$ cat config.mk
export PLATFORM = sky130hd
export DESIGN_NAME = ov7670_stream_gen_flat
export DESIGN_NICKNAME = d
export VERILOG_FILES = /design/src/rtl/ov7670_stream_gen_if.sv /design/src/rtl/ov7670_stream_gen.sv /design/src/flat_wrapper.sv
export SDC_FILE = /design/constraint.sdc
export NUM_CORES = 1
export LEC_CHECK = 0
export CORE_MARGIN = 1.5
export CORE_UTILIZATION = 41
export DETAILED_ROUTE_END_ITERATION = 16
export HOLD_SLACK_MARGIN = 0.08
export PLACE_DENSITY = 0.59
export SYNTH_ARGS = -nofsm -noshare
export SYNTH_HDL_FRONTEND = slang
export SYNTH_SLANG_ARGS = --single-unit
$ cat constraint.sdc
create_clock -name clk -period 3.08 [get_ports clk]
set_clock_uncertainty 0.05 [all_clocks]
set_input_delay 0.462 -clock clk [delete_from_list [all_inputs] [get_ports clk]]
set_output_delay 0.462 -clock clk [all_outputs]
set_load 0.01 [all_outputs]
$ cat src/rtl/ov7670_stream_gen_if.sv
// rtl/ov7670_stream_gen_if.sv - OV7670 camera-side pixel bus (pclk/href/vsync/data)
interface ov7670_stream_gen_if;
    logic       pclk;
    logic       href;
    logic       vsync;
    logic [7:0] data;

    modport master (output pclk, href, vsync, data);
    modport slave  (input  pclk, href, vsync, data);
endinterface

$ cat src/rtl/ov7670_stream_gen.sv
// rtl/ov7670_stream_gen.sv - synthetic OV7670 RGB565 frame source with test patterns
// Every output register updates only on the clk edge where pclk falls.
module ov7670_stream_gen #(
    parameter int IMG_WIDTH  = 160,
    parameter int IMG_HEIGHT = 120,
    parameter int H_BLANK    = 16,
    parameter int V_SYNC     = 3,
    parameter int V_BACK     = 2,
    parameter int V_FRONT    = 2,
    parameter int PCLK_DIV   = 2
) (
    input  logic                       clk,
    input  logic                       reset,
    input  logic                       enable,
    input  logic [1:0]                 pattern_sel,
    input  logic [15:0]                solid_rgb,
    ov7670_stream_gen_if.master        cam,
    output logic                       frame_done,
    output logic [7:0]                 frame_cnt
);

    localparam int LINE     = 2 * IMG_WIDTH + H_BLANK;
    localparam int COL_W    = $clog2(LINE + 1);
    localparam int MAX_A    = (V_SYNC > IMG_HEIGHT) ? V_SYNC : IMG_HEIGHT;
    localparam int MAX_B    = (V_BACK > V_FRONT) ? V_BACK : V_FRONT;
    localparam int MAX_ROWS = (MAX_A > MAX_B) ? MAX_A : MAX_B;
    localparam int ROW_W    = $clog2(MAX_ROWS + 1);
    localparam int DIV_W    = $clog2(PCLK_DIV + 1);
    localparam int BAR_W    = $clog2(IMG_WIDTH / 8 + 1);

    localparam logic [COL_W-1:0] COL_LAST  = COL_W'(LINE - 1);
    localparam logic [COL_W-1:0] ACT_BYTES = COL_W'(2 * IMG_WIDTH);
    localparam logic [DIV_W-1:0] DIV_LAST  = DIV_W'(PCLK_DIV - 1);
    localparam logic [BAR_W-1:0] BAR_LAST  = BAR_W'(IMG_WIDTH / 8 - 1);
    localparam logic [ROW_W-1:0] VS_LAST   = ROW_W'(V_SYNC - 1);
    localparam logic [ROW_W-1:0] BK_LAST   = ROW_W'((V_BACK > 0) ? V_BACK - 1 : 0);
    localparam logic [ROW_W-1:0] ACT_LAST  = ROW_W'(IMG_HEIGHT - 1);
    localparam logic [ROW_W-1:0] FR_LAST   = ROW_W'((V_FRONT > 0) ? V_FRONT - 1 : 0);

    localparam logic [2:0] ST_IDLE   = 3'd0;
    localparam logic [2:0] ST_VSYNC  = 3'd1;
    localparam logic [2:0] ST_BACK   = 3'd2;
    localparam logic [2:0] ST_ACTIVE = 3'd3;
    localparam logic [2:0] ST_FRONT  = 3'd4;

    // Zero-length blanking states are skipped entirely.
    localparam logic [2:0] AFTER_VSYNC = (V_BACK > 0) ? ST_BACK : ST_ACTIVE;
    localparam bit         HAS_FRONT   = (V_FRONT > 0);

    logic [DIV_W-1:0] div_q, div_d;
    logic             pclk_q, pclk_d;
    logic [2:0]       state_q, state_d;
    logic [ROW_W-1:0] row_q, row_d;
    logic [COL_W-1:0] col_q, col_d;
    logic [BAR_W-1:0] bar_pos_q, bar_pos_d;
    logic [2:0]       bar_idx_q, bar_idx_d;
    logic [1:0]       pat_q, pat_d;
    logic [15:0]      rgb_q, rgb_d;
    logic [7:0]       frame_cnt_q, frame_cnt_d;
    logic             done_q, done_d;
    logic             href_q, href_d;
    logic             vsync_q, vsync_d;
    logic [7:0]       data_q, data_d;

    logic             fall;
    logic             frame_end;
    logic             start;
    logic [ROW_W-1:0] row_last;
    logic [4:0]       px_x;
    logic [5:0]       px_y;
    logic [15:0]      bar_rgb;
    logic [15:0]      pix;

    always_comb begin
        div_d  = div_q + 1'b1;
        pclk_d = pclk_q;
        if (div_q == DIV_LAST) begin
            div_d  = '0;
            pclk_d = ~pclk_q;
        end
    end

    assign fall = pclk_q && (div_q == DIV_LAST);

    always_comb begin
        case (state_q)
            ST_VSYNC:  row_last = VS_LAST;
            ST_BACK:   row_last = BK_LAST;
            ST_ACTIVE: row_last = ACT_LAST;
            default:   row_last = FR_LAST;
        endcase
    end

    // Position (state, row, col) names the byte period being presented on the bus.
    always_comb begin
        state_d     = state_q;
        row_d       = row_q;
        col_d       = col_q;
        bar_pos_d   = bar_pos_q;
        bar_idx_d   = bar_idx_q;
        pat_d       = pat_q;
        rgb_d       = rgb_q;
        frame_cnt_d = frame_cnt_q;
        done_d      = 1'b0;
        frame_end   = 1'b0;
        start       = 1'b0;
        if (fall) begin
            if (state_q == ST_IDLE) begin
                start = enable;
            end else if (col_q != COL_LAST) begin
                col_d = col_q + 1'b1;
                if (col_q[0]) begin
                    if (bar_pos_q == BAR_LAST) begin
                        bar_pos_d = '0;
                        bar_idx_d = bar_idx_q + 1'b1;
                    end else begin
                        bar_pos_d = bar_pos_q + 1'b1;
                    end
                end
            end else begin
                col_d     = '0;
                bar_pos_d = '0;
                bar_idx_d = '0;
                if (row_q != row_last) begin
                    row_d = row_q + 1'b1;
                end else begin
                    row_d = '0;
                    case (state_q)
                        ST_VSYNC:  state_d = AFTER_VSYNC;
                        ST_BACK:   state_d = ST_ACTIVE;
                        ST_ACTIVE: begin
                            if (HAS_FRONT) state_d = ST_FRONT;
                            else           frame_end = 1'b1;
                        end
                        default:   frame_end = 1'b1;
                    endcase
                end
            end
            if (frame_end) begin
                done_d      = 1'b1;
                frame_cnt_d = frame_cnt_q + 1'b1;
                state_d     = ST_IDLE;
                start       = enable;
            end
            if (start) begin
                state_d   = ST_VSYNC;
                row_d     = '0;
                col_d     = '0;
                bar_pos_d = '0;
                bar_idx_d = '0;
                pat_d     = pattern_sel;
                rgb_d     = solid_rgb;
            end
        end
    end

    always_comb begin
        px_x = 5'(col_d >> 1);
        px_y = 6'(row_d);
        case (bar_idx_d)
            3'd0:    bar_rgb = 16'hFFFF;
            3'd1:    bar_rgb = 16'hFFE0;
            3'd2:    bar_rgb = 16'h07FF;
            3'd3:    bar_rgb = 16'h07E0;
            3'd4:    bar_rgb = 16'hF81F;
            3'd5:    bar_rgb = 16'hF800;
            3'd6:    bar_rgb = 16'h001F;
            default: bar_rgb = 16'h0000;
        endcase
        case (pat_d)
            2'd0:    pix = rgb_d;
            2'd1:    pix = bar_rgb;
            2'd2:    pix = {px_x, px_y, frame_cnt_q[4:0]};
            default: pix = (px_x[3] ^ px_y[3]) ? 16'hFFFF : 16'h0000;
        endcase
        href_d  = href_q;
        vsync_d = vsync_q;
        data_d  = data_q;
        if (fall) begin
            href_d  = (state_d == ST_ACTIVE) && (col_d < ACT_BYTES);
            vsync_d = (state_d == ST_VSYNC);
            data_d  = !href_d ? 8'h00 : (col_d[0] ? pix[7:0] : pix[15:8]);
        end
    end

    always_ff @(posedge clk or negedge reset) begin
        if (!reset) begin
            div_q       <= '0;
            pclk_q      <= 1'b0;
            state_q     <= ST_IDLE;
            row_q       <= '0;
            col_q       <= '0;
            bar_pos_q   <= '0;
            bar_idx_q   <= '0;
            pat_q       <= '0;
            rgb_q       <= '0;
            frame_cnt_q <= '0;
            done_q      <= 1'b0;
            href_q      <= 1'b0;
            vsync_q     <= 1'b0;
            data_q      <= '0;
        end else begin
            div_q       <= div_d;
            pclk_q      <= pclk_d;
            state_q     <= state_d;
            row_q       <= row_d;
            col_q       <= col_d;
            bar_pos_q   <= bar_pos_d;
            bar_idx_q   <= bar_idx_d;
            pat_q       <= pat_d;
            rgb_q       <= rgb_d;
            frame_cnt_q <= frame_cnt_d;
            done_q      <= done_d;
            href_q      <= href_d;
            vsync_q     <= vsync_d;
            data_q      <= data_d;
        end
    end

    assign cam.pclk   = pclk_q;
    assign cam.href   = href_q;
    assign cam.vsync  = vsync_q;
    assign cam.data   = data_q;
    assign frame_done = done_q;
    assign frame_cnt  = frame_cnt_q;

endmodule

$ cat src/flat_wrapper.sv
// flat-port wrapper written by rule: the top's interface ports become plain ports
module ov7670_stream_gen_flat 
#(
    parameter int IMG_WIDTH  = 160,
    parameter int IMG_HEIGHT = 120,
    parameter int H_BLANK    = 16,
    parameter int V_SYNC     = 3,
    parameter int V_BACK     = 2,
    parameter int V_FRONT    = 2,
    parameter int PCLK_DIV   = 2
)
  (clk, reset, enable, pattern_sel, solid_rgb, frame_done, frame_cnt, cam_pclk, cam_href, cam_vsync, cam_data);
  ov7670_stream_gen_if cam_i ();
  input  logic clk;
  input  logic reset;
  input  logic enable;
  input  logic [1:0] pattern_sel;
  input  logic [15:0] solid_rgb;
  output logic frame_done;
  output logic [7:0] frame_cnt;
  output wire logic [$bits(cam_i.pclk)-1:0] cam_pclk;
  output wire logic [$bits(cam_i.href)-1:0] cam_href;
  output wire logic [$bits(cam_i.vsync)-1:0] cam_vsync;
  output wire logic [$bits(cam_i.data)-1:0] cam_data;
  assign cam_pclk = cam_i.pclk;
  assign cam_href = cam_i.href;
  assign cam_vsync = cam_i.vsync;
  assign cam_data = cam_i.data;
  ov7670_stream_gen #(.IMG_WIDTH(IMG_WIDTH), .IMG_HEIGHT(IMG_HEIGHT), .H_BLANK(H_BLANK), .V_SYNC(V_SYNC), .V_BACK(V_BACK), .V_FRONT(V_FRONT), .PCLK_DIV(PCLK_DIV)) u_core (.clk(clk), .reset(reset), .enable(enable), .pattern_sel(pattern_sel), .solid_rgb(solid_rgb), .cam(cam_i), .frame_done(frame_done), .frame_cnt(frame_cnt));
endmodule
Word-level counts from Yosys, hierarchy flattened
Cells that the tools add are included.

word-level totals
  register bits after elaboration = 67
  latch bits = 0
  RAM bits = 0
  ROM bits = 0
  bits of input ports = 21
  output and inout bits = 20
  memories = 0

cells by class
  $add $sub $neg = 6
  $mul = 0
  div/mod/pow operators = 0
  order comparisons = 1
  equal/unequal tests = 20
  shift-type cells = 0
  muxes and demuxes = 48
  bitwise gates (word level) = 2
  reduce and logical (&&, ||, !) cells = 9

operator list
  kind                 count
  $pmux 16 s7          1
  $mux 16              3
  $pmux 16 s3          1
  $mux 3               12
  $mux 9               4
  $mux 7               4
  $mux 5               5
  $mux 8               2
  $eq 3x2->1 const B   5
  $pmux 7 s2           1
  $mux 1               10
  $add 9x1->9 const B  1
  $eq 3x1->1 const B   3
  $eq 3x3->1 const B   3
  $lt 9x9->1 const B   1
  $ne 9x9->1 const B   1
  $pmux 3 s3           1
  $add 8x1->8 const B  1
  $add 7x1->7 const B  1
  $ne 7x7->1           1
  $logic_not 3->1      2
  $mux 2               3
  $mux 6               1
  $reduce_and 3->1     2
  14 further kinds     17

Longest topological paths before layout
Gate-level depths: netlist of the first run.

  depth after elaboration = 16
  gate-level depth with buffers = 11
  mapped depth without buffers = 10

Least setup slack after synthesis of the first run
OpenSTA, ideal clock, no wires.

  path type = register -> register
  from = reg u_core.col_q[0]
  to = reg u_core.data_q[3], in the netlist u_core.cam.data[3]
  library setup time = 122 ps
  data arrival time = 2455 ps
  data required time = 2908 ps
  slack = 454 ps
  stages on the path, launching flop included = 11
  cells stage by stage = dfrtp_1 > ha_1 > nand3_2 > nor3_1 > nand4_1 > o21ai_2 > nand3_4 > mux2i_2 > a211oi_1 > o41ai_1 > a32o_1

on the way
  longest elaborated chain between the ends = 13
  elaborated cells on any way between the ends = 48
  classes of those cells = 1 x add/sub; 1 x order compare; 10 x eq/ne; 32 x mux; 1 x bitwise; 3 x reduce/logical

ends and longest elaborated chain
  what                                           RTL line                                            source
  start: declaration                             ov7670_stream_gen.sv:54                             logic [COL_W-1:0] col_q, col_d;
  start signal: assignment                       ov7670_stream_gen.sv:207                            col_q <= col_d;
  $ne 9x9->1                                     ov7670_stream_gen.sv:110                            end else if (col_q != COL_LAST) begin
  $mux 1                                         ov7670_stream_gen.sv:110
  $mux 1                                         ov7670_stream_gen.sv:108                            if (state_q == ST_IDLE) begin
  $mux 1                                         ov7670_stream_gen.sv:107                            if (fall) begin
  $mux 1                                         ov7670_stream_gen.sv:139                            if (frame_end) begin
  $mux 1                                         ov7670_stream_gen.sv:107
  $mux 3, or another cell as far along           ov7670_stream_gen.sv:145                            if (start) begin
  $mux 3, or another cell as far along           ov7670_stream_gen.sv:107
  $eq 3x3->1, or another cell as far along       ov7670_stream_gen.sv:160                            case (bar_idx_d)
  $pmux 16 s7 / $mux 16 (equally long branches)  ov7670_stream_gen.sv:160, ov7670_stream_gen.sv:174
  $pmux 16 s3                                    ov7670_stream_gen.sv:170                            case (pat_d)
  $mux 8                                         ov7670_stream_gen.sv:182                            data_d = !href_d ? 8'h00 : (col_d[0] ? pix[7:0] : pix[15:8]);
  $mux 8 *                                       ov7670_stream_gen.sv:182
  end signal: assignment                         ov7670_stream_gen.sv:216                            data_q <= data_d;
  end: declaration                               ov7670_stream_gen.sv:63                             logic [7:0] data_q, data_d;

Mark *: on every way between the ends. The rest lies on a longest branch, timed or not. The select of a mux whose other input is x is not followed.
A chain may end at the register's enable or synchronous reset.

Worst setup path after layout of the first run
  from = reg u_core.col_q[1]
  to = reg u_core.data_q[1], in the netlist u_core.cam.data[1]

Same word-level chain as after synthesis.

==> impl_table.tex, run 1 <==
\begin{tabular}{lr}
\hline
Metric & Value \\
\hline
\multicolumn{2}{l}{\textbf{Status}} \\
\quad Run status & finished clean \\
\multicolumn{2}{l}{\textbf{Synthesis}} \\
\quad Number of synthesized flops with an enable pin & 0 \\
\quad Largest area contributor in the netlist & sky130\_fd\_sc\_hd\_\_dfrtp\_1 \\
\quad Number of library cell types mapped by synthesis & 69 \\
\quad Number of flip-flops and latches in the synthesized netlist & 67 \\
\quad Main flop type after synthesis & sky130\_fd\_sc\_hd\_\_dfrtp\_1 \\
\quad Post-synthesis average cell area & 8.985 µm² \\
\quad Synthesized net count & 463 \\
\quad Sequential element share of the synthesized area & 0.4270 \\
\quad Async set or reset register ratio after synthesis & 1.000 \\
\quad Leading cell types by total area after synthesis & sky130\_fd\_sc\_hd\_\_dfrtp\_1, sky130\_fd\_sc\_hd\_\_nand2\_1, sky130\_fd\_sc\_hd\_\_or3\_1 \\
\quad Post-synthesis cell area & 3926 µm² \\
\quad Number of instances in the synthesized netlist & 437 \\
\quad Ys Warns & 0 \\
\quad Post-synth top area share & 0.4270 \\
\multicolumn{2}{l}{\textbf{Final layout}} \\
\quad Filler Cell Count & 882 \\
\quad Antenna fix cells & 0 \\
\quad Summed area of non-filler cells in the final layout & 4795 µm² \\
\quad Share of cells above drive strength 1 & 0.1194 \\
\quad Area overhead of the layout relative to synthesis & 22.12\% \\
\quad Post-layout net count & 515 \\
\quad Most frequent cells in the layout & sky130\_fd\_sc\_hd\_\_nand2\_1, sky130\_fd\_sc\_hd\_\_dfrtp\_1, sky130\_fd\_sc\_hd\_\_clkdlybuf4s50\_1 \\
\quad Commonest non-fill, non-tap cell in the layout & sky130\_fd\_sc\_hd\_\_nand2\_1 \\
\quad Number of cells in the finished layout apart from fillers & 623 \\
\multicolumn{2}{l}{\textbf{STA}} \\
\quad Maximum frequency from static timing analysis & 345.7 MHz \\
\quad Setup total negative slack & 0 ps \\
\quad RSZ-0062 raised after global routing & no \\
\quad Worst rel slew slack & 0.5939 \\
\quad Shortest period the worst path allows & 2893 ps \\
\quad Worst-margin pin slew & 609.1 ps \\
\quad Fin worst setup slack & 186.9 ps \\
\quad Setup Viol. Count Final & 0 \\
\quad Final Hold Fails & 0 \\
\quad Portion of the clock cycle consumed by the worst path in the final layout & 0.9393 \\
\quad Final Max Slew Viols & 0 \\
\multicolumn{2}{l}{\textbf{Job}} \\
\quad Count of maximum capacitance violations & 0 \\
\multicolumn{2}{l}{\textbf{Critical path}} \\
\quad Required time of the critical path & 3270 ps \\
\quad List of cells traversed by the critical path & ha\_1 -> nand3\_4 -> nor3\_4 -> nand4\_1 -> o21ai\_2 -> nand3\_4 -> mux2i\_4 -> buf\_4 -> o2111ai\_1 -> nand3\_1 -> a32o\_1 \\
\quad Worst Setup End Kind & flip-flop \\
\quad Reg-to-reg startpoint & u\_core.col\_q[1] \\
\quad Cell class contributing the biggest share of worst-path delay & simple AND/OR/NAND/NOR gates \\
\quad Critical path startpoint & u\_core.col\_q[1] \\
\quad Largest stage delay on the critical path & 390 ps \\
\quad Crit Path Class & reg -> reg \\
\quad Worst-path maximum fanout & 11 \\
\quad Worst Setup Start Kind & flip-flop \\
\quad WP depth & 11 \\
\quad Worst path buffer plus inverter count & 1 \\
\quad Depth of the most critical reg-to-reg path & 11 \\
\quad Cell with the largest stage delay on the worst path & sky130\_fd\_sc\_hd\_\_dfrtp\_1 \\
\quad Worst Path Arrival & 3080 ps \\
\quad Cell mode on critical path & sky130\_fd\_sc\_hd\_\_nand3\_4 \\
\multicolumn{2}{l}{\textbf{Floorplan}} \\
\quad Initial Utilization & 0.4229 \\
\quad Standard-cell rows & 35 \\
\quad Ports & 41 \\
\quad Core box area & 9284 µm² \\
\quad DIE AREA & 10,170 µm² \\
\quad Height of the die & 100.9 µm \\
\quad Die Width & 100.9 µm \\
\multicolumn{2}{l}{\textbf{Placement}} \\
\quad Post-detail-place hpwl & 7696 µm \\
\quad Buffers on Ports & 40 \\
\quad Count of placed standard cells including taps & 605 \\
\quad Setup slack after placement & 117.3 ps \\
\quad Area post-placement & 4531 µm² \\
\quad Final RePlAce weighted congestion & 0.8834 \\
\multicolumn{2}{l}{\textbf{Min path}} \\
\quad Worst hold path startpoint & u\_core.div\_q[0] \\
\quad Hold Crit Depth & 1 \\
\quad Hold crit path type & reg -> reg \\
\multicolumn{2}{l}{\textbf{Power and ir drop}} \\
\quad Static leakage & 2.088 nW \\
\quad Part of the total power dissipated in the clock network & 0.349 \\
\quad Internal power & 0.001664 W \\
\quad Share of power burned in combinational logic & 0.204 \\
\quad Max IR drop VDD & 0.2208 mV \\
\quad Power Total & 0.002491 W \\
\quad Switching pwr & 0.0008274 W \\
\quad Net Sw Frac & 0.3321 \\
\quad Power density cells & 519.6 nW/µm² \\
\quad Flop pwr share & 0.447 \\
\multicolumn{2}{l}{\textbf{Clock network}} \\
\quad Max Root-Sink Buffers & 2 \\
\quad Clock tree from TritonCTS & yes \\
\quad Clock sink total & 67 \\
\quad Clock H-tree levels & 3 \\
\quad Root Buffer Master & sky130\_fd\_sc\_hd\_\_clkbuf\_8 \\
\quad Latest clock arrival within the worst-skew pair & 350 ps \\
\quad TritonCTS Buffers & 9 \\
\quad Clock transition at the register clock pins on the worst setup and hold paths after CTS & 90 ps \\
\multicolumn{2}{l}{\textbf{Detailed routing}} \\
\quad Final WL & 10,620 µm \\
\quad Violation count after the first detailed-routing iteration & 209 \\
\quad Count of nets left with antenna violations after detail routing & 0 \\
\quad Average vias per placed instance & 5.559 \\
\quad 1st-pass router iterations & 4 \\
\quad Via count & 3,463 \\
\quad DR WL/cell & 17.04 µm \\
\quad DRC violation count after routing & 0 \\
\multicolumn{2}{l}{\textbf{Global route}} \\
\quad Global route total overflow & 0 \\
\quad Tot GR Track Use & 0.2227 \\
\quad Number of global-route vias before repair & 3,289 \\
\quad Maximum number of pins on one net before global-route repair & 34 \\
\quad First-pass GRT wire length & 17,400 µm \\
\quad Number of antenna violations at the first check in global routing & 0 \\
\hline
\end{tabular}
## per-layer routing
layer  global-route usage  vias to the layer above  wire length, µm
met5                    0                        -                0
met4              0.05742                        0               57
met3              0.04230                        4              488
met2               0.3456                       86             5047
met1               0.3203                     1678             5022
li1                     -                     1695                -
## cells by family after synthesis
logic type,count (synthesis),share of synthesized area
and+or+nand+nor,209,0.2686
AOI/OAI and AO/OA,100,0.1880
DFF,67,0.4270
buffers and inverters,36,0.04461
xor gates and xnor gates,10,0.02231
muxes,10,0.03346
adders and majority gates,5,0.01593
## state kept, by name, summed over array words and instances, names as in the netlist
name / cells
u_core.bar_idx_q: 3
u_core.bar_pos_q: 5
u_core.cam.data: 8
u_core.cam.href: 1
u_core.cam.pclk: 1
u_core.cam.vsync: 1
u_core.col_q: 9
u_core.div_q: 2
u_core.frame_cnt: 8
u_core.frame_done: 1
u_core.pat_q: 2
u_core.rgb_q: 16
u_core.row_q: 7
u_core.state_q: 3
## layout make-up
cell class	count	area (µm²)	share of cell area
clock buffer	9	123.9	0.02584
clock inverter	7	100.1	0.02088
timing repair buffer	63	586.8	0.1224
inverter	14	52.55	0.01096
multi-input combinational	334	2093	0.4366
sequential	67	1677	0.3497
tap	129	161.4	0.03366
## Yosys cell counts, types with 5 or more instances
cell type and count:
sky130_fd_sc_hd__a21oi_1 9, sky130_fd_sc_hd__o2111ai_1 9, sky130_fd_sc_hd__a21o_1 5, sky130_fd_sc_hd__dfrtp_1 67, sky130_fd_sc_hd__a32o_1 8, sky130_fd_sc_hd__nand4_1 6
sky130_fd_sc_hd__nor2_1 26, sky130_fd_sc_hd__nand2_1 83, sky130_fd_sc_hd__mux2i_1 5, sky130_fd_sc_hd__inv_1 13, sky130_fd_sc_hd__nor3_1 11, sky130_fd_sc_hd__o211ai_1 5
sky130_fd_sc_hd__o21ai_1 7, sky130_fd_sc_hd__clkbuf_1 10, sky130_fd_sc_hd__xnor2_1 7, sky130_fd_sc_hd__o21ai_0 20, sky130_fd_sc_hd__ha_1 5, sky130_fd_sc_hd__or3_1 29
sky130_fd_sc_hd__nand2b_1 7, sky130_fd_sc_hd__o31ai_1 7, sky130_fd_sc_hd__buf_2 5, sky130_fd_sc_hd__nand3_1 19
## power groups by stage
stage	registers (W)	clock network [W]	logic, W
after global routing	0.00114	0.000924	0.000575
final	0.00111	0.000870	0.000507
after floorplan	0.00108	0	0.000347
after global placement	0.00111	0	0.000485
after detailed placement	0.00112	0	0.000493
after CTS	0.00110	0.000887	0.000497
## stage by stage
| step | hold WS [ps] | utilization |
|---|---|---|
| 5_1_grt | 447.2 | 0.5164 |
| 3_5_place_dp | 408.2 | 0.4880 |
| 4_1_cts | 427.8 | 0.5132 |
| 3_3_place_gp | 402.9 | 0.4880 |
| 2_1_floorplan | 116.4 | - |
| 6_report | 422.7 | 0.5164 |
## path summary, 6_finish.rpt
check,endpoint,slack (ps)
worst min-delay path,u_core.div_q[0],420
min in group asynchronous,u_core.col_q[6],580
worst min register to register,u_core.div_q[0],420
worst max-delay path,u_core.cam.data[1],190
max in group asynchronous,u_core.rgb_q[10],1670
worst max register to register,u_core.cam.data[1],190
## repair_timing
action,in CTS,in global routing
setup buffers,0,1
hold endpoints to repair,21,0
resized for setup,0,4
setup endpoints to repair,0,7
hold buffers,1,0
Note: power is estimated with default switching activity, not from simulation.
==> inputs of run 2 (changes only) <==
- CTS_CLUSTER_DIAMETER: not set -> 100
==> results of run 2 <==
Final layout, timing and power as in run 1 (identical DEF).
==> inputs of run 3 (changes only) <==
- CORE_UTILIZATION: 41 -> 57
- PLACE_DENSITY: 0.59 -> 0.78
==> run 3 against run 2 <==
  * Cell area fell by 1.2%
  * Sequential cell count did not move
  * Critical path depth rose by 2
  * Fmax fell by 1.2%
  * Total power fell by 1.8%
  * Register-to-register slack got worse by 40 ps
  * Utilization rose by 19 points
  * Final cell count fell by 7.9%
  * Via count rose by 1.2%
  * Clock power fell by 5.7%
  * Critical endpoint is now u_core.cam.data[4]
==> impl_table.tex, run 3 (synthesis results as in run 1) <==
\begin{tabular}{lr}
\hline
Metric & Value \\
\hline
\multicolumn{2}{l}{\textbf{STA}} \\
\quad Maximum frequency from static timing analysis & 341.5 MHz \\
\quad Setup Viol. Count Final & 0 \\
\quad Minimum hold slack & 110.8 ps \\
\quad Worst rel slew slack & 0.5158 \\
\quad Final Hold Fails & 0 \\
\quad Worst-margin pin slew & 726.3 ps \\
\quad Final Max Slew Viols & 0 \\
\quad Portion of the clock cycle consumed by the worst path in the final layout & 0.9508 \\
\quad RSZ-0062 raised after global routing & no \\
\quad Shortest period the worst path allows & 2929 ps \\
\quad Setup total negative slack & 0 ps \\
\multicolumn{2}{l}{\textbf{Min path}} \\
\quad Hold crit path type & in -> async \\
\multicolumn{2}{l}{\textbf{Critical path}} \\
\quad Cell class contributing the biggest share of worst-path delay & compound AO/OA/AOI/OAI gates \\
\quad Largest stage delay on the critical path & 420 ps \\
\quad Worst Setup End Kind & flip-flop \\
\quad List of cells traversed by the critical path & ha\_1 -> nand3\_2 -> buf\_4 -> nor4\_2 -> buf\_4 -> nor3\_1 -> o21a\_1 -> o31ai\_1 -> nand4\_1 -> a21oi\_2 -> buf\_4 -> o221ai\_1 -> nand2\_1 \\
\quad Required time of the critical path & 3320 ps \\
\quad Cell mode on critical path & sky130\_fd\_sc\_hd\_\_buf\_4 \\
\quad Worst path buffer plus inverter count & 3 \\
\quad Crit Path Class & reg -> reg \\
\quad Worst Path Arrival & 3170 ps \\
\quad Cell with the largest stage delay on the worst path & sky130\_fd\_sc\_hd\_\_dfrtp\_1 \\
\quad Worst-path maximum fanout & 10 \\
\quad Worst Setup Start Kind & flip-flop \\
\multicolumn{2}{l}{\textbf{Detailed routing}} \\
\quad Final WL & 9911 µm \\
\quad DRC violation count after routing & 0 \\
\quad DR WL/cell & 17.27 µm \\
\quad Violation count after the first detailed-routing iteration & 269 \\
\quad 1st-pass router iterations & 5 \\
\quad Via count & 3,503 \\
\quad Average vias per placed instance & 6.103 \\
\quad Count of nets left with antenna violations after detail routing & 0 \\
\multicolumn{2}{l}{\textbf{Clock network}} \\
\quad Post-cts repair resize count & 0 \\
\quad TritonCTS Buffers & 9 \\
\quad Number of post-CTS setup repair buffers & 0 \\
\quad Max Root-Sink Buffers & 2 \\
\quad Root Buffer Master & sky130\_fd\_sc\_hd\_\_clkbuf\_8 \\
\quad Latest clock arrival within the worst-skew pair & 350 ps \\
\quad Clock transition at the register clock pins on the worst setup and hold paths after CTS & 80 ps \\
\quad Hold-fix buffers at CTS & 0 \\
\quad Clock H-tree levels & 3 \\
\quad Clock sink total & 67 \\
\quad Clock tree from TritonCTS & yes \\
\multicolumn{2}{l}{\textbf{Status}} \\
\quad Run status & finished clean \\
\multicolumn{2}{l}{\textbf{Floorplan}} \\
\quad Core box area & 6719 µm² \\
\quad Height of the die & 86.00 µm \\
\quad Die Width & 86.00 µm \\
\quad DIE AREA & 7395 µm² \\
\quad Initial Utilization & 0.5844 \\
\quad Ports & 41 \\
\quad Standard-cell rows & 30 \\
\multicolumn{2}{l}{\textbf{Power and ir drop}} \\
\quad Max IR drop VDD & 0.2645 mV \\
\quad Power Total & 0.002445 W \\
\quad Static leakage & 2.094 nW \\
\quad Power density cells & 516.2 nW/µm² \\
\multicolumn{2}{l}{\textbf{Final layout}} \\
\quad Area overhead of the layout relative to synthesis & 20.65\% \\
\quad Summed area of non-filler cells in the final layout & 4737 µm² \\
\quad Antenna fix cells & 0 \\
\quad Flip-flop count of the largest register, all copies and words added & 16 \\
\quad Most frequent cells in the layout & sky130\_fd\_sc\_hd\_\_nand2\_1, sky130\_fd\_sc\_hd\_\_dfrtp\_1, sky130\_fd\_sc\_hd\_\_clkdlybuf4s50\_1 \\
\quad Register with the highest flop count & u\_core.rgb\_q \\
\quad Post-layout net count & 516 \\
\quad Filler Cell Count & 512 \\
\quad Share of cells above drive strength 1 & 0.1255 \\
\quad Biggest regs & u\_core.rgb\_q (16), u\_core.col\_q (9) \\
\quad Commonest non-fill, non-tap cell in the layout & sky130\_fd\_sc\_hd\_\_nand2\_1 \\
\multicolumn{2}{l}{\textbf{Placement}} \\
\quad Buffers on Ports & 40 \\
\quad Area post-placement & 4504 µm² \\
\quad Post-detail-place hpwl & 7332 µm \\
\quad Final RePlAce weighted congestion & 0.9539 \\
\multicolumn{2}{l}{\textbf{Job}} \\
\quad Count of maximum capacitance violations & 0 \\
\multicolumn{2}{l}{\textbf{Global route}} \\
\quad Maximum number of pins on one net before global-route repair & 39 \\
\quad Number of global-route vias before repair & 3,423 \\
\quad Tot GR Track Use & 0.2926 \\
\quad First-pass GRT wire length & 16,710 µm \\
\quad Global route total overflow & 0 \\
\quad Number of antenna violations at the first check in global routing & 0 \\
\hline
\end{tabular}
==> run 3: cell types whose count changed in the layout (fill, tap and decap cells not counted), sizes merged <==
cell         before  now
clkinv            3    2
clkbuf            9   10
clkinvlp          0    1
buf              23   25
dlygate4sd3       1    0
inv              16   14
==> run 3: cell type report <==
type / count / area (µm²) / area share
Clock inverter: 5 / 77.57 / 0.01638
Multi-Input combinational cell: 334 / 2092 / 0.4416
Inverter: 14 / 52.55 / 0.01109
Tap cell: 80 / 100.1 / 0.02113
Timing Repair Buffer: 64 / 600.6 / 0.1268
Sequential cell: 67 / 1677 / 0.3539
Clock buffer: 10 / 137.6 / 0.02905
==> run 3: final timing paths <==
check / from / endpoint / slack [ps] / cells past startpoint
min: reset / u_core.state_q[1] / 110 / 1
min reg2reg: u_core.div_q[0] / u_core.div_q[0] / 420 / 1
max reg2reg: u_core.col_q[0] / u_core.cam.data[4] / 150 / 13
min in group clk: u_core.div_q[0] / u_core.div_q[0] / 420 / 1
max: u_core.col_q[0] / u_core.cam.data[4] / 150 / 13
max in group asynchronous: reset / u_core.cam.data[7] / 2210 / 2
==> run 3: where the power goes <==
part | internal [W] | switching, W
clock | 0.000471 | 0.000349
sequential | 0.000978 | 0.000111
combinational | 0.000236 | 0.000301
==> run 3: metal layers <==
metal	vias to the layer above	part of all wire	track usage
li1	1702	-	-
met3	22	0.059	0.05390
met1	1646	0.44	0.3958
met2	133	0.48	0.4617
met4	0	0.027	0.1290
met5	-	0	0
==> run 3: per-stage QoR <==
stage	utilization	std cells	setup slack, ps
2_1_floorplan	-	437	453.7
3_3_place_gp	0.6704	559	131.8
3_5_place_dp	0.6704	559	114.0
4_1_cts	0.7024	574	72.48
5_1_grt	0.7050	574	12.42
6_report	0.7050	574	151.4
==> run 3: worst register-to-register path, delay by kind of cell, from the launching register on <==
kind / cells / cell delay, ps
buffers and inverters: 3 / 560
adders and majority gates: 1 / 240
DFF: 1 / 420
and+or+nand+nor: 5 / 720
AOI/OAI and AO/OA: 4 / 900
